$ cat src/rtl/display_pkg.sv
// Shared constants and types for the seven-segment display driver.
package display_pkg;

  localparam int unsigned NUM_DIGITS = 4;

  localparam logic [6:0] SEG_OFF = 7'b1111111;
  localparam logic [3:0] AN_OFF  = 4'b1111;

  // Active-low {g,f,e,d,c,b,a} patterns for hex digits 0..F.
  localparam logic [6:0] SEG_TABLE [16] = '{
    7'b1000000, // 0
    7'b1111001, // 1
    7'b0100100, // 2
    7'b0110000, // 3
    7'b0011001, // 4
    7'b0010010, // 5
    7'b0000010, // 6
    7'b1111000, // 7
    7'b0000000, // 8
    7'b0010000, // 9
    7'b0001000, // A
    7'b0000011, // b
    7'b1000110, // C
    7'b0100001, // d
    7'b0000110, // E
    7'b0001110  // F
  };

  typedef logic [1:0] digit_idx_t;

endpackage

$ cat src/rtl/hex_to_seg7.sv
// Combinational hex nibble to active-low seven-segment decoder.
module hex_to_seg7
  import display_pkg::*;
(
  input  logic [3:0] hex_i,
  output logic [6:0] seg_o
);

  // Table lookup of the segment pattern.
  always_comb begin
    seg_o = SEG_TABLE[hex_i];
  end

endmodule

$ cat src/rtl/seven_seg_display_driver.sv
// Four-digit multiplexed hex display driver with tear-free frame update,
// anti-ghost blanking and optional leading-zero suppression.
module seven_seg_display_driver
  import display_pkg::*;
#(
  parameter int unsigned REFRESH_DIV  = 50000,
  parameter int unsigned BLANK_CYCLES = 4
) (
  input  logic        CLK,
  input  logic        RESET_N,
  input  logic [15:0] displayOut,
  input  logic        dispWrite,
  input  logic        blankLeading,
  output logic [6:0]  seg,
  output logic [3:0]  an,
  output logic        frameStart
);

  localparam int unsigned DIV_W = (REFRESH_DIV > 2) ? $clog2(REFRESH_DIV) : 1;

  logic [DIV_W-1:0] divCnt_q, divCnt_d;
  digit_idx_t       digitIdx_q, digitIdx_d;
  logic [15:0]      shadow_q, shadow_d;
  logic [15:0]      active_q, active_d;
  logic [6:0]       seg_q, seg_d;
  logic [3:0]       an_q, an_d;
  logic             frameStart_q, frameStart_d;

  logic             slot_last;
  logic             frame_wrap;
  logic [3:0]       nibble;
  logic [6:0]       seg_raw;
  logic [3:0]       upper_zero;
  logic             digit_blank;

  hex_to_seg7 u_hex_to_seg7 (
    .hex_i (nibble),
    .seg_o (seg_raw)
  );

  // Scan counter, capture/transfer registers and next pin values.
  always_comb begin
    slot_last  = (divCnt_q == DIV_W'(REFRESH_DIV - 1));
    frame_wrap = slot_last && (digitIdx_q == digit_idx_t'(NUM_DIGITS - 1));

    divCnt_d     = slot_last ? '0 : divCnt_q + 1'b1;
    digitIdx_d   = slot_last ? digitIdx_q + 1'b1 : digitIdx_q;
    frameStart_d = frame_wrap;
    // The old shadow is transferred; a write on the wrap edge waits a frame.
    active_d     = frame_wrap ? shadow_q : active_q;
    shadow_d     = dispWrite ? displayOut : shadow_q;

    nibble = active_q[{digitIdx_q, 2'b00} +: 4];

    // upper_zero[k]: nibbles k..3 of the displayed word are all zero.
    upper_zero = {(active_q[15:12] == 4'h0),
                  (active_q[15:8]  == 8'h00),
                  (active_q[15:4]  == 12'h000),
                  1'b1};
    digit_blank = blankLeading && (digitIdx_q != '0) && upper_zero[digitIdx_q];

    if (digit_blank || (divCnt_q < DIV_W'(BLANK_CYCLES))) begin
      an_d = AN_OFF;
    end else begin
      an_d = ~(4'b0001 << digitIdx_q);
    end
    seg_d = digit_blank ? SEG_OFF : seg_raw;
  end

  // State and registered pin outputs; reset blanks the display immediately.
  always_ff @(posedge CLK or negedge RESET_N) begin
    if (!RESET_N) begin
      divCnt_q     <= '0;
      digitIdx_q   <= '0;
      shadow_q     <= '0;
      active_q     <= '0;
      seg_q        <= SEG_OFF;
      an_q         <= AN_OFF;
      frameStart_q <= 1'b0;
    end else begin
      divCnt_q     <= divCnt_d;
      digitIdx_q   <= digitIdx_d;
      shadow_q     <= shadow_d;
      active_q     <= active_d;
      seg_q        <= seg_d;
      an_q         <= an_d;
      frameStart_q <= frameStart_d;
    end
  end

  assign seg        = seg_q;
  assign an         = an_q;
  assign frameStart = frameStart_q;

endmodule

$ cat config.mk
export PLATFORM = sky130hd
export DESIGN_NAME = seven_seg_display_driver
export DESIGN_NICKNAME = d
export VERILOG_FILES = /design/src/rtl/display_pkg.sv /design/src/rtl/hex_to_seg7.sv /design/src/rtl/seven_seg_display_driver.sv
export SDC_FILE = /design/constraint.sdc
export NUM_CORES = 1
export LEC_CHECK = 0
export CAP_MARGIN = 20
export CELL_PAD_IN_SITES_DETAIL_PLACEMENT = 1
export CELL_PAD_IN_SITES_GLOBAL_PLACEMENT = 2
export CORE_MARGIN = 3
export CORE_UTILIZATION = 39
export DETAILED_ROUTE_END_ITERATION = 8
export MAX_ROUTING_LAYER = met4
export PLACE_DENSITY_LB_ADDON = 0.1
export SETUP_SLACK_MARGIN = 0.02
export SLEW_MARGIN = 30
export SYNTH_ARGS = -nofsm -noshare
export SYNTH_HDL_FRONTEND = slang
export SYNTH_SLANG_ARGS = --single-unit
$ cat constraint.sdc
create_clock -name CLK -period 2.2 [get_ports CLK]
set_input_delay 0.44 -clock CLK [delete_from_list [all_inputs] [get_ports CLK]]
set_output_delay 0.44 -clock CLK [all_outputs]
set_load 0.03 [all_outputs]
==> flow_summary.ini <==
[timing]
fmax_mhz = 489
tightest_slew_ns = 0.440
fin_skew_ns = 0.00886
hold_violations = 0
max_slew_margin_pct = 70.4
fin_ws_ns = 0.154
maxSlewViolCount = 0
fin_crit_ns = 2.05
setup_violations = 0
rsz0062_at_grt = no
fin_crit_sh_pct = 93.0
fin_tns_setup_ns = 0

[synth]
synth_nets = 265
synth_edf_count = 0
synth.top_cell.area_share_pct = 42.6
synth-xor-area-share_pct = 4.39
synth-simple-area-share_pct = 12.9
yosys.area_share.adder_pct = 4.60
synth_ff_type = dfrtp_1
synth.distinct_cells = 42
ys_ff_latch = 62
synth_top_family_by_area = multiplexers
synthTopCellsByArea = dfrtp_1 43%, dfstp_2 9.7%, mux2_2 9.4%
yosys_warnings = 0
synth.avg_cell_area_um2 = 12.8
muxShareOfSynthArea_pct = 19.0
synth.cell_area_um2 = 2990
synth_largest_area_cell = dfrtp_1
syn-instance-count = 234
ys_seq_area_share_pct = 52.3
synth-async-reset-ratio_pct = 100
synth_compound_area_share_pct = 4.35

[pwr]
power_density_nw_per_um2 = 615
power_mw = 2.25
ir_drop_mv = 0.347
power.leakage_nw = 1.56

[clock_tree]
h-tree-depth = 3
ctsResizeCount = 0
clockBufferDepth = 2
root_buffer = clkbuf_8
cts-buffers-inserted = 9
clkTransAtPathRegs_ns = 0.07
hold_buffers = 0
cts_tree = yes
cts_setup_buffers = 0
clk_latency_ns = 0.33
clock_sinks = 62

[placement]
place_congestion = 0.772
io_buffers = 31
dp_hpwl_um = 4270
dpl.cell_count = 365
dp_slack_ns = 0.161
place_area_um2 = 3470

[final_layout]
drive_gt1_share_pct = 28.0
final_cells = 381
syn_to_final_growth_pct = 22.1
n_antenna_cell = 0
final_cell_area_um2 = 3660
fillers = 782
nNetsFinal = 308

[detailed_routing]
ant_nets = 0
via_per_inst = 5.15
drc = 0
first_pass_iters = 5
drt-initial-drc-count = 56
totalWireLength_um = 5900
routed-via-count = 1963
routedWlPerCell_um = 15.5

[global_route]
track_usage_pct = 15.6
gr-total-overflow = 0
grt_pass1_wl_um = 10300
grt_start_max_net_pins = 63
antenna_found_initial = 0
grt_pass1_vias = 2104

[worst_setup_path]
cpPeakStageDelay_ns = 0.57
worstPathArrival_ns = 2.26
worst-path-buf-inv = 0
worstPathRequired_ns = 2.41
crit_chain = or4_4 > nor4_4 > nand3_4 > mux2_4
crit_family = simple AND/OR/NAND/NOR gates
crit_type = reg -> reg
start_kind = flip-flop
end_kind = flip-flop
crit_fanout = 16
crit_slowest_cell = or4_4

[die]
io_pins = 32
dieHeight_um = 93.6
die_w_um = 93.6
die-area_um2 = 8760
core_area_um2 = 7370
initial_core_util_pct = 40.6
fp-row-count = 31

[job]
drv_cap = 0

[worst_hold_path]
hold_path_class = in -> async

[outcome]
status = completed
[kinds of logic (layout without fill, tap and decap cells)]
group           count (synthesis)  in the layout
simple gates                   67             67
flops                          62             62
mux                            45             45
compound gates                 18             18
buf+inv                        16             64
xor+xnor                       15             15
fa+ha+maj                      11             11
[report_power, final]
part	switching, mW	internal (mW)
logic	0.0368	0.0596
clock network	0.448	0.519
registers	0.0155	1.17
total	0.500	1.75
[stage by stage]
stage          util [%]  hold WS [ns]
4_1_cts            49.6         0.120
3_3_place_gp       47.0         0.474
6_report           49.6        0.0906
2_1_floorplan         -         0.144
5_1_grt            49.6         0.132
3_5_place_dp       47.0         0.483
[flip-flops by register name, indices dropped and copies added, names as in the netlist]
register / flops
seg: 7
frameStart: 1
divCnt_q: 16
digitIdx_q: 2
shadow_q: 16
active_q: 16
an: 4
[worst reg2reg max path, delay by kind of cell (launching register included)]
family / cells / cell delay [ns]
simple gates: 3 / 1.10
flops: 1 / 0.42
mux: 1 / 0.40
[final cells by class]
type,instances,area (um2),share of cell area (%)
clock inverters,6,62.6,1.71
flip-flops and latches,62,1570,42.8
well taps,99,124,3.39
repair buffers,42,400,10.9
inverters,6,22.5,0.616
clock buffers,10,128,3.49
multi-input cells,156,1360,37.1
[path summary, 6_finish.rpt]
| path | startpoint | endpoint | slack [ns] | depth (start not counted) |
|---|---|---|---|---|
| min reg2reg | divCnt_q[0]$_DFF_PN0_ | divCnt_q[0]$_DFF_PN0_ | 0.49 | 1 |
| min in group CLK | divCnt_q[0]$_DFF_PN0_ | divCnt_q[0]$_DFF_PN0_ | 0.49 | 1 |
| max in group asynchronous | RESET_N | active_q[13]$_DFFE_PN0P_ | 1.81 | 2 |
| max reg2reg | divCnt_q[11]$_DFF_PN0_ | active_q[11]$_DFFE_PN0P_ | 0.15 | 4 |
| max | divCnt_q[11]$_DFF_PN0_ | active_q[11]$_DFFE_PN0P_ | 0.15 | 4 |
| min | RESET_N | frameStart$_DFF_PN0_ | 0.09 | 2 |
[cells in the mapped netlist, types with 2 or more instances]
master	instances
mux2_4	10
nand3b_1	2
o211ai_1	2
o31ai_1	3
xor2_1	9
nand4_1	3
buf_2	5
inv_1	6
or4_1	2
o311ai_0	3
nand2_1	8
xnor2_1	6
nor4_1	4
nand3_1	14
and3_1	3
nor3b_1	2
mux2i_1	7
nor3_1	5
dfrtp_1	51
dfstp_2	11
nor2_1	12
mux2_2	25
ha_1	11
clkbuf_1	3
mux4_2	3
nand2b_1	2
and2_1	4
o21ai_0	2
a21oi_1	3
[layout by cell type, fill, tap and decap left out, types with 2 or more instances in the layout]
| master | instances |
|---|---|
| dfrtp_1 | 51 |
| clkdlybuf4s50_1 | 30 |
| mux2_2 | 25 |
| nand3_1 | 14 |
| nor2_1 | 12 |
| ha_1 | 11 |
| dfstp_2 | 11 |
| mux2_4 | 10 |
| buf_4 | 10 |
| xor2_1 | 9 |
| clkbuf_8 | 9 |
| nand2_1 | 8 |
| mux2i_1 | 7 |
| inv_1 | 6 |
| xnor2_1 | 6 |
| nor3_1 | 5 |
| nor4_1 | 4 |
| and2_1 | 4 |
| a21oi_1 | 3 |
| mux4_2 | 3 |
| o311ai_0 | 3 |
| o31ai_1 | 3 |
| and3_1 | 3 |
| nand4_1 | 3 |
| clkinvlp_4 | 3 |
| nand2b_1 | 2 |
| nand3b_1 | 2 |
| o211ai_1 | 2 |
| o21ai_0 | 2 |
| nor3b_1 | 2 |
| or4_1 | 2 |
| clkinv_2 | 2 |
[routing by layer]
layer / up-vias / track usage, % / part of all wire (%)
met1: 984 / 20.6 / 48
met5: - / - / 0
li1: 927 / - / -
met2: 39 / 23.5 / 46
met3: 13 / 3.14 / 3.5
met4: 0 / 6.98 / 2.0
Note: power is estimated with default switching activity, not from simulation.
